`config.mk`:
```
export PLATFORM = sky130hd
export DESIGN_NAME = mem_etapa
export DESIGN_NICKNAME = d
export VERILOG_FILES = /design/src/rtl/mem_pkg.sv /design/src/rtl/mem_etapa_buffer3.sv /design/src/rtl/mem_etapa.sv
export SDC_FILE = /design/constraint.sdc
export NUM_CORES = 1
export LEC_CHECK = 0
export ABC_AREA = 1
export BUFFER_PORTS_ARGS = -buffer_cell sky130_fd_sc_hd__buf_2
export CAP_MARGIN = 20
export CORE_MARGIN = 4
export CORE_UTILIZATION = 30
export DETAILED_ROUTE_END_ITERATION = 16
export PLACE_DENSITY = 0.5
export SYNTH_ARGS = -nofsm -noshare
export SYNTH_HDL_FRONTEND = slang
export SYNTH_SLANG_ARGS = --single-unit
```
`constraint.sdc`:
```
create_clock -name clk -period 5.85 [get_ports clk]
set_clock_uncertainty 0.1 [all_clocks]
set_input_delay 0.2925 -clock clk [delete_from_list [all_inputs] [get_ports clk]]
set_output_delay 0.2925 -clock clk [all_outputs]
set_load 0.1 [all_outputs]
```
`src/rtl/mem_pkg.sv`:
```
// mem_pkg: shared types and constants for the MEM stage
package mem_pkg;
   typedef enum logic {LIBRE = 1'b0, ESPERA = 1'b1} estado_t;
   localparam int ANCHO_DEF = 32;
   localparam int CONT_W    = 8;
endpackage

```
`src/rtl/mem_etapa_buffer3.sv`:
```
// buffer3: EX/MEM pipeline register, holds its contents while hold_i is high
module buffer3
   import mem_pkg::*;
#(
   parameter int ANCHO = ANCHO_DEF
) (
   input  logic             clk_i,
   input  logic             rst_i,
   input  logic             hold_i,
   input  logic [ANCHO-1:0] resultado_i,
   input  logic [ANCHO-1:0] dato_i,
   input  logic [4:0]       rd_i,
   input  logic             reg_escribir_i,
   input  logic             mem_a_reg_i,
   input  logic             mem_escribir_i,
   input  logic             mem_leer_i,
   output logic [ANCHO-1:0] resultado_o,
   output logic [ANCHO-1:0] dato_o,
   output logic [4:0]       rd_o,
   output logic             reg_escribir_o,
   output logic             mem_a_reg_o,
   output logic             mem_escribir_o,
   output logic             mem_leer_o
);
   logic [ANCHO-1:0] resultado_q, dato_q;
   logic [4:0]       rd_q;
   logic             reg_escribir_q, mem_a_reg_q, mem_escribir_q, mem_leer_q;
   // Capture the EX outputs unless the stage is stalled
   always_ff @(posedge clk_i or posedge rst_i) begin
      if (rst_i) begin
         resultado_q    <= '0;
         dato_q         <= '0;
         rd_q           <= '0;
         reg_escribir_q <= 1'b0;
         mem_a_reg_q    <= 1'b0;
         mem_escribir_q <= 1'b0;
         mem_leer_q     <= 1'b0;
      end else if (!hold_i) begin
         resultado_q    <= resultado_i;
         dato_q         <= dato_i;
         rd_q           <= rd_i;
         reg_escribir_q <= reg_escribir_i;
         mem_a_reg_q    <= mem_a_reg_i;
         mem_escribir_q <= mem_escribir_i;
         mem_leer_q     <= mem_leer_i;
      end
   end
   assign resultado_o    = resultado_q;
   assign dato_o         = dato_q;
   assign rd_o           = rd_q;
   assign reg_escribir_o = reg_escribir_q;
   assign mem_a_reg_o    = mem_a_reg_q;
   assign mem_escribir_o = mem_escribir_q;
   assign mem_leer_o     = mem_leer_q;
endmodule

```
`src/rtl/mem_etapa.sv`:
```
// mem_etapa: MEM pipeline stage with req/ack data-memory access and MEM/WB register
module mem_etapa
   import mem_pkg::*;
#(
   parameter int ANCHO         = ANCHO_DEF,
   parameter int LIMITE_ESPERA = 16
) (
   input  logic             clk,
   input  logic             reset,
   input  logic [ANCHO-1:0] resultado_alu_EX,
   input  logic [ANCHO-1:0] dr2_forward_EX,
   input  logic [4:0]       registro_destino_EX,
   input  logic             reg_escribir_EX,
   input  logic             mem_a_reg_EX,
   input  logic             mem_escribir_EX,
   input  logic             mem_leer_EX,
   output logic             stall_MEM,
   output logic             dm_req,
   output logic             dm_we,
   output logic [ANCHO-1:0] dm_addr,
   output logic [ANCHO-1:0] dm_wdata,
   input  logic             dm_ack,
   input  logic [ANCHO-1:0] dm_rdata,
   output logic [ANCHO-1:0] dato_leido_WB,
   output logic [ANCHO-1:0] resultado_alu_WB,
   output logic [4:0]       registro_destino_WB,
   output logic             reg_escribir_WB,
   output logic             mem_a_reg_WB,
   output logic             valido_WB,
   output logic             error_alineacion,
   output logic             error_tiempo
);
   logic [ANCHO-1:0]  res_q, dato_q, dato_wb_q, res_wb_q;
   logic [4:0]        rd_q, rd_wb_q;
   logic              re_q, mr_q, mw_q, ml_q, re_wb_q, mr_wb_q;
   logic              valido_q, err_al_q, err_t_q;
   estado_t           estado_q, estado_d;
   logic [CONT_W-1:0] cont_q, cont_d;
   logic              hecho_q, hecho_d;
   logic              es_mem, desalineado, pide, acepta, agota, fin, escribe_wb;

   buffer3 #(.ANCHO(ANCHO)) u_ex_mem (
      .clk_i(clk), .rst_i(reset), .hold_i(stall_MEM),
      .resultado_i(resultado_alu_EX), .dato_i(dr2_forward_EX), .rd_i(registro_destino_EX),
      .reg_escribir_i(reg_escribir_EX), .mem_a_reg_i(mem_a_reg_EX),
      .mem_escribir_i(mem_escribir_EX), .mem_leer_i(mem_leer_EX),
      .resultado_o(res_q), .dato_o(dato_q), .rd_o(rd_q),
      .reg_escribir_o(re_q), .mem_a_reg_o(mr_q),
      .mem_escribir_o(mw_q), .mem_leer_o(ml_q)
   );

   // Request decode: hecho_q marks a latched op already finished so it is not reissued
   always_comb begin
      es_mem      = mw_q | ml_q;
      desalineado = es_mem && (res_q[1:0] != 2'b00);
      pide        = (estado_q == ESPERA) || (es_mem && !desalineado && !hecho_q);
      acepta      = pide && dm_ack;
      agota       = pide && !dm_ack && ((cont_q + 1'b1) == CONT_W'(LIMITE_ESPERA));
      fin         = acepta || agota;
      escribe_wb  = pide ? fin : !hecho_q;
      estado_d    = (pide && !fin) ? ESPERA : LIBRE;
      cont_d      = (pide && !fin) ? cont_q + 1'b1 : '0;
      hecho_d     = fin;
   end

   assign stall_MEM = pide;
   assign dm_req    = pide;
   assign dm_we     = mw_q;
   assign dm_addr   = res_q;
   assign dm_wdata  = dato_q;

   // Access FSM, wait counter and one-cycle status pulses
   always_ff @(posedge clk or posedge reset) begin
      if (reset) begin
         estado_q <= LIBRE;
         cont_q   <= '0;
         hecho_q  <= 1'b0;
         valido_q <= 1'b0;
         err_al_q <= 1'b0;
         err_t_q  <= 1'b0;
      end else begin
         estado_q <= estado_d;
         cont_q   <= cont_d;
         hecho_q  <= hecho_d;
         valido_q <= escribe_wb;
         err_al_q <= escribe_wb && desalineado;
         err_t_q  <= agota;
      end
   end

   // MEM/WB register; dropped or aborted accesses never write a register
   always_ff @(posedge clk or posedge reset) begin
      if (reset) begin
         dato_wb_q <= '0;
         res_wb_q  <= '0;
         rd_wb_q   <= '0;
         re_wb_q   <= 1'b0;
         mr_wb_q   <= 1'b0;
      end else if (escribe_wb) begin
         res_wb_q <= res_q;
         rd_wb_q  <= rd_q;
         mr_wb_q  <= mr_q;
         re_wb_q  <= re_q && !desalineado && !agota;
         if (acepta && !mw_q) dato_wb_q <= dm_rdata;
      end
   end

   assign dato_leido_WB       = dato_wb_q;
   assign resultado_alu_WB    = res_wb_q;
   assign registro_destino_WB = rd_wb_q;
   assign reg_escribir_WB     = re_wb_q;
   assign mem_a_reg_WB        = mr_wb_q;
   assign valido_WB           = valido_q;
   assign error_alineacion    = err_al_q;
   assign error_tiempo        = err_t_q;
endmodule

```
; Yosys cells after proc, flatten, opt, wreduce, memory -nomap -nowiden
; Cells that the tools add are included.
[word_totals]
ff_bits = 157
romBits = 0
ram_bits = 0
in_bits = 108
latchBits = 0
memories = 0
[classes]
add_sub_neg = 1
div_mod_pow = 0
bitwise_logic = 1
magnitude_cmp = 0
n_mux = 3
multipliers = 0
n_eq_ne = 1
n_reduce_logical = 21
n_shift = 0
[op_table]
columns = cell, count
row1 = $logic_and A1 B1 Y1, 11
row2 = $add A8 B1 Y8 const B, 1
row3 = $eq A8 B5 Y1 const B, 1
row4 = $mux W8, 1
row5 = $logic_not A1 Y1, 6
row6 = $logic_or A1 B1 Y1, 2
row7 = $mux W1, 2
row8 = $reduce_and A2 Y1, 1
row9 = $reduce_bool A2 Y1, 1
row10 = $or A1 B1 Y1, 1

; Longest topological paths before layout
; Gate-level depths: netlist (run 1).
[depth]
word_depth = 12
ltp_mapped = 12
mapped_depth_nobuf = 11

; By module
; A second synthesis (run 1) with hierarchy kept.
[hier_totals]
cells_unflattened = 716
area_unflattened_um2 = 6369.9
[modules_own_cells]
columns = module, instances, cells_each, seq_area_each_um2, area_per_inst_um2
row1 = mem_etapa, 1, 407, 2102.0, 3585.9
row2 = buffer3, 1, 309, 1826.8, 2783.9

; Worst setup path after synthesis (run 1)
; OpenSTA, ideal clock, no wires.
[synth_path]
path_type = register to output
from = reg u_ex_mem.mem_escribir_q, in the netlist u_ex_mem.mem_escribir_o
to = out stall_MEM
t_arrival_ns = 2.832
required_ns = 5.458
n_path_buf = 2
stages_incl_launch_ff = 7
path_slack_ns = 2.626
path_cell_list = dfrtp_1 inv_2 nand2_1 nand3_1 nand2_2 clkbuf_1 buf_4
[synth_between]
elab_chain_cells = 6
[synth_rtl]
columns = element, line_no
row1 = from (decl), mem_etapa_buffer3.sv:27  ; logic reg_escribir_q, mem_a_reg_q, mem_escribir_q, mem_leer_q;
row2 = from (signal assigned), mem_etapa_buffer3.sv:44  ; mem_escribir_q <= mem_escribir_i;
row3 = $or A1 B1 Y1 *, mem_etapa.sv:54  ; es_mem = mw_q | ml_q;
row4 = $logic_and A1 B1 Y1, mem_etapa.sv:55  ; desalineado = es_mem && (res_q[1:0] != 2'b00);
row5 = $logic_not A1 Y1, mem_etapa.sv:56  ; pide = (estado_q == ESPERA) || (es_mem && !desalineado && !hecho_q);
row6 = $logic_and A1 B1 Y1 * (2 in a row), mem_etapa.sv:56
row7 = $logic_or A1 B1 Y1 *, mem_etapa.sv:56
row8 = to (decl), mem_etapa.sv:17  ; output logic stall_MEM,
; Mark *: on every way between the ends. The rest lies on a longest branch, timed or not.

; Worst setup path after layout (run 1)
[layout_path]
from = reg u_ex_mem.resultado_q[0], in the netlist u_ex_mem.resultado_o[0]
to = reg rd_wb_q[0], in the netlist registro_destino_WB[0]
[layout_between]
elab_chain_cells = 10
word_cells_on_any_way = 11
cone_classes = mux (1) / reduce/logical (10)
[layout_rtl]
columns = element, line_no
row1 = from (decl), mem_etapa_buffer3.sv:25  ; logic [ANCHO-1:0] resultado_q, dato_q;
row2 = from (signal assigned), mem_etapa_buffer3.sv:39  ; resultado_q <= resultado_i;
row3 = $reduce_bool A2 Y1 *, mem_etapa.sv:55
row4 = $logic_and A1 B1 Y1 *, mem_etapa.sv:55
row5 = $logic_not A1 Y1 *, mem_etapa.sv:56
row6 = $logic_and A1 B1 Y1 * (2 in a row), mem_etapa.sv:56
row7 = $logic_or A1 B1 Y1 *, mem_etapa.sv:56
row8 = $logic_and A1 B1 Y1 (2 in a row), mem_etapa.sv:58  ; agota = pide && !dm_ack && ((cont_q + 1'b1) == CONT_W'(LIMITE_ESPERA));
row9 = $logic_or A1 B1 Y1, mem_etapa.sv:59  ; fin = acepta || agota;
row10 = $mux W1 *, mem_etapa.sv:60  ; escribe_wb = pide ? fin : !hecho_q;
row11 = to (signal assigned), mem_etapa.sv:101  ; rd_wb_q <= rd_q;
row12 = to (decl), mem_etapa.sv:34  ; logic [4:0] rd_q, rd_wb_q;
; Marks and branches as above.
; A chain may end at the register's enable or synchronous reset.

==> results of run 1 <==
==> registers in the layout (all words and copies together) (netlist names), 5 cells and up <==
| signal | count |
|---|---|
| registro_destino_WB | 5 |
| u_ex_mem.dato_o | 32 |
| u_ex_mem.resultado_o | 32 |
| dato_leido_WB | 32 |
| cont_q | 8 |
| resultado_alu_WB | 32 |
| u_ex_mem.rd_o | 5 |
==> final cells by class <==
cell class / count / area, µm² / area share
flip-flops and latches: 157 / 3930 / 0.422
repair buffers: 360 / 2340 / 0.252
multi-input cells: 486 / 2030 / 0.219
clock buffers: 17 / 425 / 0.0457
well taps: 270 / 338 / 0.0363
clock inverters: 14 / 135 / 0.0145
inverters: 25 / 98.8 / 0.0106
==> timing repair <==
| item | 4_1_cts | 5_1_grt |
|---|---|---|
| endpoints found under the hold margin | 116 | 0 |
| endpoints found under the setup margin | 0 | 0 |
| hold buffers | 105 | 0 |
==> through the flow <==
stage / cell area (µm²) / setup slack, ns
after CTS: 9310 / 2.62
after global placement: 7690 / 2.70
after detailed placement: 7690 / 2.64
after global routing: 9310 / 2.31
final: 9310 / 2.69
after floorplan: 6250 / 1.22
==> cell usage after synthesis <==
cell type / n
buf_1: 8
buf_2: 8
a21oi_1: 1
dfrtp_1: 157
o21ai_0: 16
nor2_1: 15
o21ai_1: 21
nand3b_1: 1
buf_6: 1
inv_2: 5
ha_1: 2
clkbuf_1: 20
nand3_1: 4
nand2_1: 377
o211ai_1: 1
nor2_2: 2
nand2_2: 1
nand4_1: 42
inv_1: 20
xor2_1: 1
buf_4: 5
clkbuf_2: 1
nand3_2: 2
==> final timing paths <==
| kind | depth (start not counted) | endpoint | slack (ns) |
|---|---|---|---|
| setup / recovery | 11 | registro_destino_WB[0] | 2.69 |
| min in group asynchronous | 3 | u_ex_mem.dato_o[14] | 0.50 |
| setup reg to reg | 11 | registro_destino_WB[0] | 2.69 |
| hold / removal | 3 | u_ex_mem.reg_escribir_o | 0.03 |
| hold reg to reg | 2 | registro_destino_WB[3] | 0.37 |
| max in group asynchronous | 4 | u_ex_mem.dato_o[8] | 3.85 |
==> metal layers <==
layer | wire length, µm | vias up
li1 | - | 2908
met1 | 8190 | 2671
met2 | 8800 | 162
met3 | 1260 | 19
met4 | 337 | 0
met5 | 0 | -
==> cells by family after synthesis <==
family	share of synthesized area
AOI/OAI and AO/OA	0.0316
DFF	0.628
adders and majority gates	0.00400
buffers and inverters	0.0468
xor gates and xnor gates	0.00140
and+or+nand+nor	0.288
==> critical path: stages, from the launching register on <==
cell and delay [ns]:
dfrtp_1 0.40, nor2_1 0.16, nand3_1 0.11, nand2_2 0.08
buf_4 0.67, nand2_1 0.15, nor2_1 0.15, nand3_2 0.08
buf_4 0.28, nand3_2 0.66, nand2_1 0.12, nand2_1 0.10
==> placed cells by master (no fill, tap or decap), drive strengths merged <==
master,Yosys,layout
a21oi,1,1
buf,22,255
bufinv,0,1
clkbuf,21,17
clkinv,0,5
clkinvlp,0,2
dfrtp,157,157
dlygate4sd3,0,105
ha,2,2
inv,25,31
nand2,378,378
nand3,6,6
nand3b,1,1
nand4,42,42
nor2,17,17
o211ai,1,1
o21ai,37,37
xor2,1,1
==> flow_summary.ini, run 1 <==
[run_status]
status = completed

[global_routing]
grt_overflow_total = 0
use_met2 = 0.260
grt_pass1_vias = 6000
met3_usage = 0.0506
busiest_layer = met2
grt_pass1_wl_um = 30900
grt_antenna_before_repair = 0
met1_usage = 0.205
grt.total_usage = 0.161
grt_max_degree = 97

[cells_and_area]
fillers = 1983
antenna_cells = 0
area_growth_pct = 48.8
fin_util = 0.457
final_cells = 1329
fin_nets = 1157
drive_gt1_frac = 0.281

[cts]
cts-root-buf = clkbuf_16
htreeDepth = 4
cts_tree = done
clk_path_buf_depth = 2
cts_setup_buffers = 0
post_cts.resized_instances = 0
clkSinkCount = 157
clk_latency_ns = 0.42
cts_buffers = 17
clk_pin_slew_worst_paths_ns = 0.06

[timing]
rsz0062_at_grt = no
setup_tns_ns = 0
period_minus_slack_ns = 3.16
period_share = 0.540
setup_viol = 0
hold_ws_ns = 0.0303
report.final.hold_viol_count = 0
tightestPinTransition_ns = 0.914
drv_slew = 0
fmax_ghz = 0.317
maxSlewHeadroom = 0.390

[drt]
drc = 0
antenna_left = 0
finalWirelength_um = 18600
viasPerCell = 4.33
num_vias = 5760
wl_per_cell_um = 14.0
drt_iter0_markers = 199
dr.pass1.iters = 4

[synthesis]
synth_nets = 821
synthCells = 711
seq_area_frac_synth = 0.628
synth_top_cell_by_area = dfrtp_1
ys_warn_count = 0
ys_types = 23
synth_area_leaders = dfrtp_1 (63%), nand2_1 (23%), nand4_1 (4.2%)
syn_area_per_cell_um2 = 8.80
synth_top_area_frac = 0.628
synth_area_mm2 = 0.00625
ys_seq_elements = 157

[worst_setup_path]
worst_setup_path_end_kind = flop
critPathKind = reg2reg
startpoint = u_ex_mem.resultado_o[0]
critPathRequiredTime_ns = 6.10
cp_max_fo = 76
crit_arrival_ns = 3.40
startpoint_type = flop
reg2reg_from = u_ex_mem.resultado_o[0]

[placed_design]
post-dp-hpwl_um = 11500
port-buffer-count = 248
place.gp.congestion = 0.699
placed_cells = 1193

[floorplan]
dieArea_mm2 = 0.0232
dieWidth_um = 152
num_rows = 52
io_pins = 249
die_h_um = 152
start_util = 0.307
core_area_mm2 = 0.0204

[min_path]
hold_class = in2reg
hold_start = reg_escribir_EX

[run]
maxCapViolCount = 0
Power of run 1 is not shown: default switching activity piles up to over one toggle a cycle in this logic, so the estimate is an artifact.
==> run 2: changes to the inputs <==
Clock period 5.85 ns to 3 ns, I/O delays scaled along.
==> flow_summary.ini, run 2 (synthesized netlist as in run 1, its figures left out) <==
[global_routing]
use_met2 = 0.260
met1_usage = 0.205
grt_max_degree = 99
grt_pass1_vias = 5933
busiest_layer = met2
grt_pass1_wl_um = 31100
grt_overflow_total = 0
grt.total_usage = 0.162
met3_usage = 0.0608
grt_antenna_before_repair = 0

[timing]
period_minus_slack_ns = 2.63
report.final.hold_viol_count = 0
setup_tns_ns = 0
tightestPinTransition_ns = 0.957
rsz0062_at_grt = no
maxSlewHeadroom = 0.361
fmax_ghz = 0.381
setup_viol = 0
drv_slew = 0
period_share = 0.875

[cts]
cts_buffers = 17
clk_path_buf_depth = 2
postCtsHoldBufs = 107
clk_latency_ns = 0.42
clk_pin_slew_worst_paths_ns = 0.06
post_cts.resized_instances = 0
cts_setup_buffers = 0
cts_tree = done
clkSinkCount = 157
htreeDepth = 4
cts-root-buf = clkbuf_16

[drt]
drc = 0
viasPerCell = 4.37
antenna_left = 0
dr.pass1.iters = 4
finalWirelength_um = 19000
wl_per_cell_um = 14.2
num_vias = 5832
drt_iter0_markers = 232

[floorplan]
die_h_um = 152
io_pins = 249
core_area_mm2 = 0.0204
start_util = 0.307
dieArea_mm2 = 0.0232
num_rows = 52
dieWidth_um = 152

[placed_design]
place.gp.congestion = 0.738
port-buffer-count = 248
post-dp-hpwl_um = 11800

[cells_and_area]
fin_nets = 1163
drive_gt1_frac = 0.283
final_common_cell = nand2_1
area_growth_pct = 51.5
final_cell_mix = nand2_1 (376), buf_2 (246), dfrtp_1 (157), dlygate4sd3_1 (107), nand4_1 (42)
antenna_cells = 0
fillers = 2014

[run_status]
status = completed

[worst_setup_path]
critPathRequiredTime_ns = 3.20
crit_arrival_ns = 2.83
cp_max_fo = 52
startpoint_type = flop
worst_setup_path_end_kind = flop
critPathKind = reg2reg

[min_path]
hold_class = in2async

[run]
maxCapViolCount = 0
==> run 2: changes by cell type in the layout (fill, tap and decap cells not counted), sizes merged <==
cell | previous run | this run
buf | 255 | 259
inv | 31 | 28
clkbuf | 17 | 19
dlygate4sd3 | 105 | 107
bufinv | 1 | 3
==> run 2: cell type report <==
class                           instances  area (µm²)  share of cell area
Tap cell                              270         338              0.0357
Multi-Input combinational cell        486        2030               0.215
Timing Repair Buffer                  366        2450               0.259
Clock inverter                         13         180              0.0190
Sequential cell                       157        3930               0.415
Clock buffer                           19         443              0.0468
Inverter                               25        97.6              0.0103
==> run 2: stage by stage <==
| stage | hold slack [ns] | std cells | worst slack [ns] | instance area (µm²) | utilization |
|---|---|---|---|---|---|
| after CTS | 0.158 | 1336 | 0.347 | 9470 | 0.465 |
| after floorplan | 0.160 | 711 | 0.479 | 6260 | - |
| final | 0.184 | 1336 | 0.374 | 9470 | 0.465 |
| after detailed placement | 0.0653 | 1197 | 0.361 | 7780 | 0.382 |
| after global placement | 0.0691 | 1197 | 0.411 | 7780 | 0.382 |
| after global routing | 0.198 | 1336 | 0.151 | 9470 | 0.465 |
==> run 2: worst paths after layout <==
kind                                       from                       end  slack [ns]  cells past startpoint
min in group clk           resultado_alu_EX[13]  u_ex_mem.resultado_o[13]        0.36                      4
max reg2reg                 u_ex_mem.mem_leer_o      resultado_alu_WB[29]        0.37                     11
max                         u_ex_mem.mem_leer_o      resultado_alu_WB[29]        0.37                     11
min reg2reg                    u_ex_mem.rd_o[0]    registro_destino_WB[0]        0.37                      2
min                                       reset         dato_leido_WB[20]        0.18                      3
max in group asynchronous                 reset           reg_escribir_WB        1.78                      4
==> run 2: critical path, stage by stage, from the launching register on <==
cell	delay (ns)
dfrtp_1	0.37
inv_1	0.08
nand2_1	0.06
nand3_1	0.09
nand2_2	0.08
inv_2	0.06
nor2_2	0.04
inv_2	0.69
nand3_2	0.47
buf_12	0.30
nand2_1	0.08
nand2_1	0.05
==> run 2: metal layers <==
layer / up-vias / part of all wire / wire length [µm]
met1: 2715 / 0.44 / 8350
met5: - / 0 / 0
met3: 20 / 0.078 / 1480
met2: 179 / 0.47 / 8900
met4: 0 / 0.013 / 237
li1: 2918 / - / -
Power of run 2 is left out for the same reason.
